## src/rtl/v810_mem_arbiter_pkg.sv

```systemverilog
// Shared types and default sizes for the V810 memory arbiter slice.
// Imported by the interface, the priority selector and the arbiter top.
package v810_mem_pkg;

  localparam int DEF_AW           = 20;
  localparam int DEF_DW           = 32;
  localparam int DEF_CPU_MAX_WAIT = 8;

  typedef enum logic [1:0] {
    OWN_LD,
    OWN_VID,
    OWN_CPU
  } owner_t;

  typedef enum logic [1:0] {
    ST_IDLE,
    ST_MEM,
    ST_ACK
  } arb_state_t;

endpackage

```

## src/rtl/v810_mem_arbiter_if.sv

```systemverilog
// Requester and memory-controller signals around the V810 memory arbiter.
// slave = arbiter side, master = requesters plus memory controller.
interface v810_mem_arbiter_if
  import v810_mem_pkg::*;
#(
  parameter int AW = DEF_AW,
  parameter int DW = DEF_DW
);

  logic          ld_req;
  logic [AW-1:0] ld_addr;
  logic [DW-1:0] ld_wdata;
  logic          ld_ack;
  logic          ld_busy;

  logic          vid_req;
  logic [AW-1:0] vid_addr;
  logic          vid_ack;
  logic [DW-1:0] vid_rdata;

  logic          cpu_req;
  logic          cpu_we;
  logic [3:0]    cpu_be;
  logic [AW-1:0] cpu_addr;
  logic [DW-1:0] cpu_wdata;
  logic          cpu_ack;
  logic [DW-1:0] cpu_rdata;

  logic          mem_req;
  logic          mem_we;
  logic [3:0]    mem_be;
  logic [AW-1:0] mem_addr;
  logic [DW-1:0] mem_wdata;
  logic          mem_ack;
  logic [DW-1:0] mem_rdata;

  modport slave (
    input  ld_req, ld_addr, ld_wdata,
    input  vid_req, vid_addr,
    input  cpu_req, cpu_we, cpu_be, cpu_addr, cpu_wdata,
    input  mem_ack, mem_rdata,
    output ld_ack, ld_busy, vid_ack, vid_rdata, cpu_ack, cpu_rdata,
    output mem_req, mem_we, mem_be, mem_addr, mem_wdata
  );

  modport master (
    output ld_req, ld_addr, ld_wdata,
    output vid_req, vid_addr,
    output cpu_req, cpu_we, cpu_be, cpu_addr, cpu_wdata,
    output mem_ack, mem_rdata,
    input  ld_ack, ld_busy, vid_ack, vid_rdata, cpu_ack, cpu_rdata,
    input  mem_req, mem_we, mem_be, mem_addr, mem_wdata
  );

endinterface

```

## src/rtl/v810_mem_arbiter_prio.sv

```systemverilog
// Fixed-priority winner select (ld > vid > cpu) with a CPU starvation guard:
// after CPU_MAX_WAIT consecutive video wins over a waiting CPU, the CPU beats video.
module v810_arb_prio
  import v810_mem_pkg::*;
#(
  parameter int CPU_MAX_WAIT = DEF_CPU_MAX_WAIT
) (
  input  logic   clk_sys,
  input  logic   reset,
  input  logic   ld_req,
  input  logic   vid_req,
  input  logic   cpu_req,
  input  logic   grant_en,
  output owner_t winner,
  output logic   grant_vld
);

  localparam int CW = $clog2(CPU_MAX_WAIT + 1);

  logic [CW-1:0] wait_cnt;
  logic          cpu_forced;

  always_comb begin
    cpu_forced = (wait_cnt == CW'(CPU_MAX_WAIT));
    grant_vld  = ld_req | vid_req | cpu_req;
    winner     = OWN_CPU;
    if (ld_req) begin
      winner = OWN_LD;
    end else if (vid_req && !(cpu_req && cpu_forced)) begin
      winner = OWN_VID;
    end
  end

  // Counts video wins while the CPU is waiting; a CPU that lets go forgets its debt.
  always_ff @(posedge clk_sys) begin
    if (reset) begin
      wait_cnt <= '0;
    end else if (!cpu_req) begin
      wait_cnt <= '0;
    end else if (grant_en && grant_vld) begin
      if (winner == OWN_CPU) begin
        wait_cnt <= '0;
      end else if (winner == OWN_VID && !cpu_forced) begin
        wait_cnt <= wait_cnt + CW'(1);
      end
    end
  end

endmodule

```

## src/rtl/v810_mem_arbiter.sv

```systemverilog
// Serialises loader, video and CPU accesses onto one single-port memory.
// One access at a time: IDLE (arbitrate) -> MEM (wait mem_ack) -> ACK (pulse requester).
module v810_mem_arbiter
  import v810_mem_pkg::*;
#(
  parameter int AW           = DEF_AW,
  parameter int DW           = DEF_DW,
  parameter int CPU_MAX_WAIT = DEF_CPU_MAX_WAIT
) (
  input logic               clk_sys,
  input logic               reset,
  v810_mem_arbiter_if.slave bus
);

  arb_state_t    state;
  arb_state_t    state_nxt;
  owner_t        owner;
  owner_t        winner;
  logic          grant_vld;
  logic          load;
  logic          capture;

  logic          mem_we_q;
  logic [3:0]    mem_be_q;
  logic [AW-1:0] mem_addr_q;
  logic [DW-1:0] mem_wdata_q;
  logic [DW-1:0] vid_rdata_q;
  logic [DW-1:0] cpu_rdata_q;

  v810_arb_prio #(
    .CPU_MAX_WAIT (CPU_MAX_WAIT)
  ) u_prio (
    .clk_sys   (clk_sys),
    .reset     (reset),
    .ld_req    (bus.ld_req),
    .vid_req   (bus.vid_req),
    .cpu_req   (bus.cpu_req),
    .grant_en  (state == ST_IDLE),
    .winner    (winner),
    .grant_vld (grant_vld)
  );

  // NOTE: sequential state is updated with non-blocking assignments only.
  always_ff @(posedge clk_sys) begin
    if (reset) begin
      state <= ST_IDLE;
    end else begin
      state <= state_nxt;
    end
  end

  // NOTE: every signal written here gets its default first, so no latch is inferred.
  always_comb begin
    state_nxt = state;
    load      = 1'b0;
    capture   = 1'b0;
    case (state)
      ST_IDLE: begin
        if (grant_vld) begin
          load      = 1'b1;
          state_nxt = ST_MEM;
        end
      end
      ST_MEM: begin
        if (bus.mem_ack) begin
          capture   = 1'b1;
          state_nxt = ST_ACK;
        end
      end
      ST_ACK:  state_nxt = ST_IDLE;
      default: state_nxt = ST_IDLE;
    endcase
  end

  // NOTE: the rdata holding registers are cleared on reset like every other output.
  always_ff @(posedge clk_sys) begin
    if (reset) begin
      owner       <= OWN_LD;
      mem_we_q    <= 1'b0;
      mem_be_q    <= '0;
      mem_addr_q  <= '0;
      mem_wdata_q <= '0;
      vid_rdata_q <= '0;
      cpu_rdata_q <= '0;
    end else begin
      if (load) begin
        owner <= winner;
        case (winner)
          OWN_LD: begin
            mem_we_q    <= 1'b1;
            mem_be_q    <= 4'hF;
            mem_addr_q  <= bus.ld_addr;
            mem_wdata_q <= bus.ld_wdata;
          end
          OWN_VID: begin
            mem_we_q    <= 1'b0;
            mem_be_q    <= 4'hF;
            mem_addr_q  <= bus.vid_addr;
            mem_wdata_q <= '0;
          end
          default: begin
            mem_we_q    <= bus.cpu_we;
            mem_be_q    <= bus.cpu_be;
            mem_addr_q  <= bus.cpu_addr;
            mem_wdata_q <= bus.cpu_wdata;
          end
        endcase
      end
      if (capture) begin
        if (owner == OWN_VID) vid_rdata_q <= bus.mem_rdata;
        if (owner == OWN_CPU) cpu_rdata_q <= bus.mem_rdata;
      end
    end
  end

  assign bus.mem_req   = (state == ST_MEM);
  assign bus.mem_we    = mem_we_q;
  assign bus.mem_be    = mem_be_q;
  assign bus.mem_addr  = mem_addr_q;
  assign bus.mem_wdata = mem_wdata_q;

  assign bus.ld_ack    = (state == ST_ACK) && (owner == OWN_LD);
  assign bus.vid_ack   = (state == ST_ACK) && (owner == OWN_VID);
  assign bus.cpu_ack   = (state == ST_ACK) && (owner == OWN_CPU);
  assign bus.vid_rdata = vid_rdata_q;
  assign bus.cpu_rdata = cpu_rdata_q;
  assign bus.ld_busy   = (state != ST_IDLE) && (owner == OWN_LD);

endmodule

```

## src/flat_wrapper.sv

```systemverilog
// flat-port wrapper written by rule: the top's interface ports become plain ports
module v810_mem_arbiter_flat import v810_mem_pkg::*;
#(
  parameter int AW           = DEF_AW,
  parameter int DW           = DEF_DW,
  parameter int CPU_MAX_WAIT = DEF_CPU_MAX_WAIT
)
  (clk_sys, reset, bus_ld_req, bus_ld_addr, bus_ld_wdata, bus_vid_req, bus_vid_addr, bus_cpu_req, bus_cpu_we, bus_cpu_be, bus_cpu_addr, bus_cpu_wdata, bus_mem_ack, bus_mem_rdata, bus_ld_ack, bus_ld_busy, bus_vid_ack, bus_vid_rdata, bus_cpu_ack, bus_cpu_rdata, bus_mem_req, bus_mem_we, bus_mem_be, bus_mem_addr, bus_mem_wdata);
  v810_mem_arbiter_if #(.AW(AW), .DW(DW)) bus_i ();
  input logic clk_sys;
  input logic reset;
  input wire logic [$bits(bus_i.ld_req)-1:0] bus_ld_req;
  input wire logic [$bits(bus_i.ld_addr)-1:0] bus_ld_addr;
  input wire logic [$bits(bus_i.ld_wdata)-1:0] bus_ld_wdata;
  input wire logic [$bits(bus_i.vid_req)-1:0] bus_vid_req;
  input wire logic [$bits(bus_i.vid_addr)-1:0] bus_vid_addr;
  input wire logic [$bits(bus_i.cpu_req)-1:0] bus_cpu_req;
  input wire logic [$bits(bus_i.cpu_we)-1:0] bus_cpu_we;
  input wire logic [$bits(bus_i.cpu_be)-1:0] bus_cpu_be;
  input wire logic [$bits(bus_i.cpu_addr)-1:0] bus_cpu_addr;
  input wire logic [$bits(bus_i.cpu_wdata)-1:0] bus_cpu_wdata;
  input wire logic [$bits(bus_i.mem_ack)-1:0] bus_mem_ack;
  input wire logic [$bits(bus_i.mem_rdata)-1:0] bus_mem_rdata;
  output wire logic [$bits(bus_i.ld_ack)-1:0] bus_ld_ack;
  output wire logic [$bits(bus_i.ld_busy)-1:0] bus_ld_busy;
  output wire logic [$bits(bus_i.vid_ack)-1:0] bus_vid_ack;
  output wire logic [$bits(bus_i.vid_rdata)-1:0] bus_vid_rdata;
  output wire logic [$bits(bus_i.cpu_ack)-1:0] bus_cpu_ack;
  output wire logic [$bits(bus_i.cpu_rdata)-1:0] bus_cpu_rdata;
  output wire logic [$bits(bus_i.mem_req)-1:0] bus_mem_req;
  output wire logic [$bits(bus_i.mem_we)-1:0] bus_mem_we;
  output wire logic [$bits(bus_i.mem_be)-1:0] bus_mem_be;
  output wire logic [$bits(bus_i.mem_addr)-1:0] bus_mem_addr;
  output wire logic [$bits(bus_i.mem_wdata)-1:0] bus_mem_wdata;
  assign bus_i.ld_req = bus_ld_req;
  assign bus_i.ld_addr = bus_ld_addr;
  assign bus_i.ld_wdata = bus_ld_wdata;
  assign bus_i.vid_req = bus_vid_req;
  assign bus_i.vid_addr = bus_vid_addr;
  assign bus_i.cpu_req = bus_cpu_req;
  assign bus_i.cpu_we = bus_cpu_we;
  assign bus_i.cpu_be = bus_cpu_be;
  assign bus_i.cpu_addr = bus_cpu_addr;
  assign bus_i.cpu_wdata = bus_cpu_wdata;
  assign bus_i.mem_ack = bus_mem_ack;
  assign bus_i.mem_rdata = bus_mem_rdata;
  assign bus_ld_ack = bus_i.ld_ack;
  assign bus_ld_busy = bus_i.ld_busy;
  assign bus_vid_ack = bus_i.vid_ack;
  assign bus_vid_rdata = bus_i.vid_rdata;
  assign bus_cpu_ack = bus_i.cpu_ack;
  assign bus_cpu_rdata = bus_i.cpu_rdata;
  assign bus_mem_req = bus_i.mem_req;
  assign bus_mem_we = bus_i.mem_we;
  assign bus_mem_be = bus_i.mem_be;
  assign bus_mem_addr = bus_i.mem_addr;
  assign bus_mem_wdata = bus_i.mem_wdata;
  v810_mem_arbiter #(.AW(AW), .DW(DW), .CPU_MAX_WAIT(CPU_MAX_WAIT)) u_core (.clk_sys(clk_sys), .reset(reset), .bus(bus_i));
endmodule
```

## config.mk

```make
export PLATFORM = sky130hd
export DESIGN_NAME = v810_mem_arbiter_flat
export DESIGN_NICKNAME = d
export VERILOG_FILES = /design/src/rtl/v810_mem_arbiter_pkg.sv /design/src/rtl/v810_mem_arbiter_if.sv /design/src/rtl/v810_mem_arbiter_prio.sv /design/src/rtl/v810_mem_arbiter.sv /design/src/flat_wrapper.sv
export SDC_FILE = /design/constraint.sdc
export NUM_CORES = 1
export LEC_CHECK = 0
export ABC_AREA = 1
export BUFFER_PORTS_ARGS = -buffer_cell sky130_fd_sc_hd__buf_4
export CAP_MARGIN = 40
export CORE_ASPECT_RATIO = 0.9
export CORE_MARGIN = 2
export CORE_UTILIZATION = 39
export CTS_CLUSTER_DIAMETER = 30
export DETAILED_ROUTE_END_ITERATION = 6
export HOLD_SLACK_MARGIN = 0.1
export PLACE_DENSITY = 0.7
export SYNTH_ARGS = -nofsm -noshare
export SYNTH_HDL_FRONTEND = slang
export SYNTH_HIERARCHICAL = 1
export SYNTH_SLANG_ARGS = --single-unit
```

## constraint.sdc

```tcl
create_clock -name clk_sys -period 4 [get_ports clk_sys]
set_input_delay 0.6 -clock clk_sys [delete_from_list [all_inputs] [get_ports clk_sys]]
set_output_delay 0.6 -clock clk_sys [all_outputs]
set_load 0.02 [all_outputs]
```

# [Word level (Yosys, flattened, before mapping)]
# Cells that the tools add are included.
# W data, S select, Z words.
[word_totals] reg_bits=129 wordCells=58 inputBits=167 output_inout_bits=126
[op_classes] bitwise_logic=3 muxes=15 reduce_logical=21 addsub=1 eq_ne=9
[ops] op="$pmux W32 S2" count=1
[ops] op="$pmux W20 S2" count=1
[ops] op="$mux W4" count=3
[ops] op="$logic_and A1 B1 Y1" count=8
[ops] op="$mux W2" count=4
[ops] op="$reduce_and A2 Y1" count=4
[ops] op="$eq A2 B1 Y1 const B" count=3
[ops] op="$eq A2 B2 Y1 const B" count=3
[ops] op="$logic_not A2 Y1" count=3
[ops] op="$add A4 B1 Y4 const B" count=1
[ops] op="$eq A4 B4 Y1 const B" count=1
[ops] op="$mux W1" count=4
[ops] op="$pmux W2 S2" count=1
[ops] op="$reduce_bool A2 Y1" count=2
[ops] op="$reduce_or A2 Y1" count=2
[ops] op="$logic_not A1 Y1" count=2
[ops] op="$ne A2 B1 Y1 const B" count=1
[ops] op="$ne A2 B2 Y1 const B" count=1
[ops] op="$or A1 B1 Y1" count=2
[ops] op="$pmux W1 S2" count=1
[ops] op="$not A1 Y1" count=1

# [Longest topological paths before layout]
[depth] depth_word=10 ltp_mapped=12 ltp_nobuf=11

# [By module]
# Netlist, hierarchy kept.
[modules_own_cells] mod="v810_mem_arbiter" instances=1 seq_area_each_um2=2502.4 area_each_um2=5579.1 cells_per_inst=864
[modules_own_cells] mod="v810_arb_prio" instances=1 seq_area_each_um2=80.1 area_each_um2=310.3 cells_per_inst=50

# [Least setup slack after synthesis]
# Ideal clock, no wire load.
[synth_path] path_kind="input to register" start="in bus_cpu_req" end="reg u_core.mem_addr_q[10] (netlist: u_core/bus.mem_addr[10])" n_path_buf=2 arrival_ps=1737 path_slack_ps=2198 t_required_ps=3936 cell_stages=10 setup_time_ps=64 cell_sequence="inv_1 o21ai_1 inv_1 nor2_1 buf_4 clkbuf_1 nand2_1 nand2_1 nor2_1 nor2_1"
[synth_via] elab_chain_cells=7 word_cells_on_any_way=11 cone_classes="eq/ne (1); mux (5); bitwise (1); reduce/logical (4)"
[synth_lines] item="from (decl)" line_no="flat_wrapper.sv:17" rtl="input wire logic [$bits(bus_i.cpu_req)-1:0] bus_cpu_req;"
[synth_lines] item="$logic_and A1 B1 Y1 *" line_no="v810_mem_arbiter_prio.sv:29" rtl="end else if (vid_req && !(cpu_req && cpu_forced)) begin"
[synth_lines] item="$logic_not A1 Y1 *" line_no="v810_mem_arbiter_prio.sv:29"
[synth_lines] item="$logic_and A1 B1 Y1 *" line_no="v810_mem_arbiter_prio.sv:29"
[synth_lines] item="$mux W2 *" line_no="v810_mem_arbiter_prio.sv:29"
[synth_lines] item="$mux W2 *" line_no="v810_mem_arbiter_prio.sv:27" rtl="if (ld_req) begin"
[synth_lines] item="named net u_core.winner[1]" line_no="v810_mem_arbiter.sv:18" rtl="owner_t winner;"
[synth_lines] item="$eq A2 B1 Y1 or $logic_not A2 Y1 (tied branches)" line_no="v810_mem_arbiter.sv:88" rtl="case (winner)"
[synth_lines] item="$pmux W20 S2 *" line_no="v810_mem_arbiter.sv:88"
[synth_lines] item="to (signal assigned)" line_no="v810_mem_arbiter.sv:92" rtl="mem_addr_q <= bus.ld_addr;"
[synth_lines] item="to (signal assigned)" line_no="v810_mem_arbiter.sv:98" rtl="mem_addr_q <= bus.vid_addr;"
[synth_lines] item="to (signal assigned)" line_no="v810_mem_arbiter.sv:104" rtl="mem_addr_q <= bus.cpu_addr;"
[synth_lines] item="to (decl)" line_no="v810_mem_arbiter.sv:25" rtl="logic [AW-1:0] mem_addr_q;"
# The timed path passes the listed nets; every way through them passes the cells marked *.
# A chain may end at the register's enable or synchronous reset.

# [Worst setup path in the final report]
[layout_path] start="reg u_core.u_prio.wait_cnt[0]" end="reg u_core.mem_addr_q[3] (netlist: u_core/bus.mem_addr[3])"
[layout_via] elab_chain_cells=8 word_cells_on_any_way=9 cone_classes="eq/ne (2); mux (3); reduce/logical (4)"
[layout_lines] item="from (decl)" line_no="v810_mem_arbiter_prio.sv:20" rtl="logic [CW-1:0] wait_cnt;"
[layout_lines] item="from (signal assigned)" line_no="v810_mem_arbiter_prio.sv:44" rtl="wait_cnt <= wait_cnt + CW'(1);"
[layout_lines] item="$eq A4 B4 Y1 *" line_no="v810_mem_arbiter_prio.sv:24" rtl="cpu_forced = (wait_cnt == CW'(CPU_MAX_WAIT));"
[layout_lines] item="$logic_and A1 B1 Y1 *" line_no="v810_mem_arbiter_prio.sv:29"
[layout_lines] item="$logic_not A1 Y1 *" line_no="v810_mem_arbiter_prio.sv:29"
[layout_lines] item="$logic_and A1 B1 Y1 *" line_no="v810_mem_arbiter_prio.sv:29"
[layout_lines] item="$mux W2 *" line_no="v810_mem_arbiter_prio.sv:29"
[layout_lines] item="$mux W2 *" line_no="v810_mem_arbiter_prio.sv:27"
[layout_lines] item="named net u_core.winner[1]" line_no="v810_mem_arbiter.sv:18"
[layout_lines] item="$eq A2 B1 Y1 or $logic_not A2 Y1 (tied branches)" line_no="v810_mem_arbiter.sv:88"
[layout_lines] item="$pmux W20 S2 *" line_no="v810_mem_arbiter.sv:88"
# Marked as above.

==> impl_results.md <==
- Status: finished clean
- Final nets: 1348
- CP Class: reg2reg
- PwrDens: 427 nW/µm²
- Gpl congestion: between 0.8 and 0.9
- Port bufs: 292
- Die Area: between 15000 and 20000 µm²
- Critical Path End: u_core/bus.mem_addr[3]$_SDFFE_PP0P_
- Max Buffers Root-to-Sink: 2
- TritonCTS clock tree: yes
- Root buffer cell: clkbuf_16
- H-tree depth: 4
- Critical-path maximum fanout: 28
- Unrepaired setup endpoints after global routing: false
- Clock Skew: roughly 0.0077 ns
- Non-Filler Instances: 1390
- Final Instance Area: around 8700 µm²
- Placed cells: roughly 1400
- Slew at the pin closest to its max-slew limit: 0.819 ns
- DP Area: slightly above 8000 µm²
- Worst R2R Path Depth: 11
- Vias in the first global route: 5769
- Avg Cell Area, Syn: ~6.4 µm²
- Clock slew at reported path FFs: around 0.06 ns
- Antenna Nets Post-Route: 0
- Max Cap Viol: 0
- Biggest area consumer among synthesized cells: dfxtp_1
- Capture point of the worst reg-to-reg path: u_core/bus.mem_addr[3]$_SDFFE_PP0P_
- Global-route wire length before repair: 28.0 mm
- Post-CTS Resized: 0
- Top post-synthesis cells by area: dfxtp_1 (44%), nand2_1 (25%), nor2_1 (12%)
- R2r setup slk: between 1 and 1.5 ns
- CP delay by family, top: simple AND/OR/NAND/NOR gates
- Synth Net Count: roughly 1100
- Part of the Yosys area used for sequential elements: 0.438
- Leakage power: 4.48 nW
- Req. time, crit path: between 4 and 5 ns
- Hold_buf cts: 0
- Area Overhead vs Synth: 47.6%
- Worst path bufs/invs: 3
- Cell Chain, Critical Path: inv_1, ha_1, nand3_1, o21ai_1, inv_1, nor2_4, inv_1, nand3_1, nand2_1, nor2_1, nor2_1
- GRT overflow: 0
- Drt total wl: 17.7 mm
- Sink Count: between 100 and 150
- Initial detailed-routing violation count: 300
- Clk_lat worst skew: a little over 0.4 ns
- Initial core utilization: 0.400
- Max VDD drop: 286 µV
- Worst Setup SP: u_core/u_prio/wait_cnt[0]$_SDFFE_PP0P_
- Boundary Pins: approximately 300
- GRT Total Usage: 0.218
- Layout cell share with drive strength beyond 1: 0.287
- Most used cell, CP: inv_1
- Period utilization: 0.675
- CP max stage delay: approximately 0.54 ns
- Synth cell types: 27
- Slew Limit Headroom: 0.454
- Antenna violations before repair: 1
- Die H: 121 µm
- YS warnings: 6
- Largest net degree at the start of global routing: 80
- Hold Vio Cnt, Final: 0
- Crit path time final: approximately 2.7 ns
- Drt drc: 0
- Die Wd: 134 µm
- Pins Over Slew Limit: 0
- DR WL/cell: ~13 µm
- Setup Buffers After CTS: 0
- Post-DP HPWL: 12.6 mm
- Vias/cell: between 4 and 5
- First-pass DRT Iterations: 4
- Critical path launch point type: flip-flop
- Share of the synthesized area in the top cell type: 0.438
- HP Class: in2reg
- CP endpoint kind: flip-flop
- #FFs+latches synth: between 100 and 150
- Core ar.: around 15000 µm²
- Post-Syn Instances: around 910
- Synthesized cell area: 5890 µm²
- Final setup fails: 0
- Critical Path Stages: 11
- Worst-path cell with the longest stage delay: nor2_4
- Cell Rows: 42
- Reg-to-Reg Start: u_core/u_prio/wait_cnt[0]$_SDFFE_PP0P_
- TritonCTS Buffers: 17
- Fmax: 0.370 GHz
- CP arrival: 3.00 ns
- Setup TNS: 0 ns
- DR vias: between 6000 and 7000
[through the flow]
stage	setup slack, ns	utilization	power [mW]	hold slack [ns]
after floorplan	2.20	-	1.81	0.484
after global placement	1.37	0.547	2.10	0.453
after detailed placement	1.30	0.548	2.11	0.457
after CTS	1.36	0.591	3.75	0.396
after global routing	1.12	0.591	3.90	0.398
final	1.30	0.591	3.71	0.414
[cell usage after synthesis]
master    number
a21oi_1       34
buf_1          6
buf_2         19
buf_4          1
buf_6         14
clkbuf_1      11
clkinv_1       1
dfxtp_1      129
ha_1           2
inv_1         45
inv_2          1
inv_4          1
nand2_1      388
nand2_2        1
nand2_4        1
nand3_1       25
nand3_2        1
nand3_4        1
nand4_1        2
nor2_1       193
nor2_2         3
nor2_4         1
nor2_8         2
nor3_1         2
nor3_4         1
o21ai_0       27
o21ai_1        2
[placed cells by master (no fill, tap or decap), drive strengths merged]
cell type / instances
nand2: 390
buf: 297
nor2: 199
dfxtp: 129
inv: 49
a21oi: 34
o21ai: 29
nand3: 27
clkbuf: 18
clkinv: 6
bufinv: 4
nor3: 3
clkinvlp: 2
nand4: 2
ha: 2
diode: 1
[power by group]
part	internal, mW	switching, mW
sequential	1.36	0.0446
clock	1.06	0.577
combinational	0.292	0.381
total	2.71	1.00
[cell families after synthesis]
group	after synthesis	synth area share
buf+inv	99	0.0860
compound gates	63	0.0535
fa+ha+maj	2	0.00425
flops	129	0.438
simple gates	621	0.418
[per-layer routing]
metal  track usage  share of wire  up-vias
met5             0              0        -
met4        0.0871          0.022        0
li1              -              -     3300
met3        0.0704          0.081       30
met1         0.264           0.43     2732
met2         0.361           0.47      221
[how the worst min path moves through the flow]
stage / start / to / depth (start not counted)
after floorplan: u_core/owner[1]$_SDFFE_PP0P_ / u_core/owner[1]$_SDFFE_PP0P_ / 2
after global placement: u_core/bus.mem_wdata[12]$_SDFFE_PP0P_ / u_core/bus.mem_wdata[12]$_SDFFE_PP0P_ / 2
after detailed placement: u_core/bus.mem_wdata[20]$_SDFFE_PP0P_ / u_core/bus.mem_wdata[20]$_SDFFE_PP0P_ / 2
after CTS: bus_cpu_be[0] / u_core/bus.mem_be[0]$_SDFFE_PP0P_ / 3
after global routing: bus_cpu_be[0] / u_core/bus.mem_be[0]$_SDFFE_PP0P_ / 3
final: bus_cpu_be[0] / u_core/bus.mem_be[0]$_SDFFE_PP0P_ / 3
[area by class of cell]
type | instances | area [µm²]
Fill cell | 1475 | 6020
Multi-Input combinational cell | 686 | 2810
Sequential cell | 129 | 2580
Timing Repair Buffer | 297 | 2240
Clock buffer | 18 | 439
Tap cell | 198 | 248
Clock inverter | 13 | 185
Inverter | 48 | 183
Antenna cell | 1 | 2.50
[flip-flops by register name (all words and copies together) (netlist names)]
register                flops
u_core/bus.cpu_rdata       32
u_core/bus.mem_wdata       32
u_core/bus.vid_rdata       32
u_core/bus.mem_addr        20
u_core/bus.mem_be           4
u_core/u_prio/wait_cnt      4
u_core/owner                2
u_core/state                2
u_core/bus.mem_we           1
[tightest hold or removal path: stages]
cell and delay [ns]:
buf_4 0.08, nor2_1 0.03, nor2_1 0.08
(Power assumes the default switching activity.)
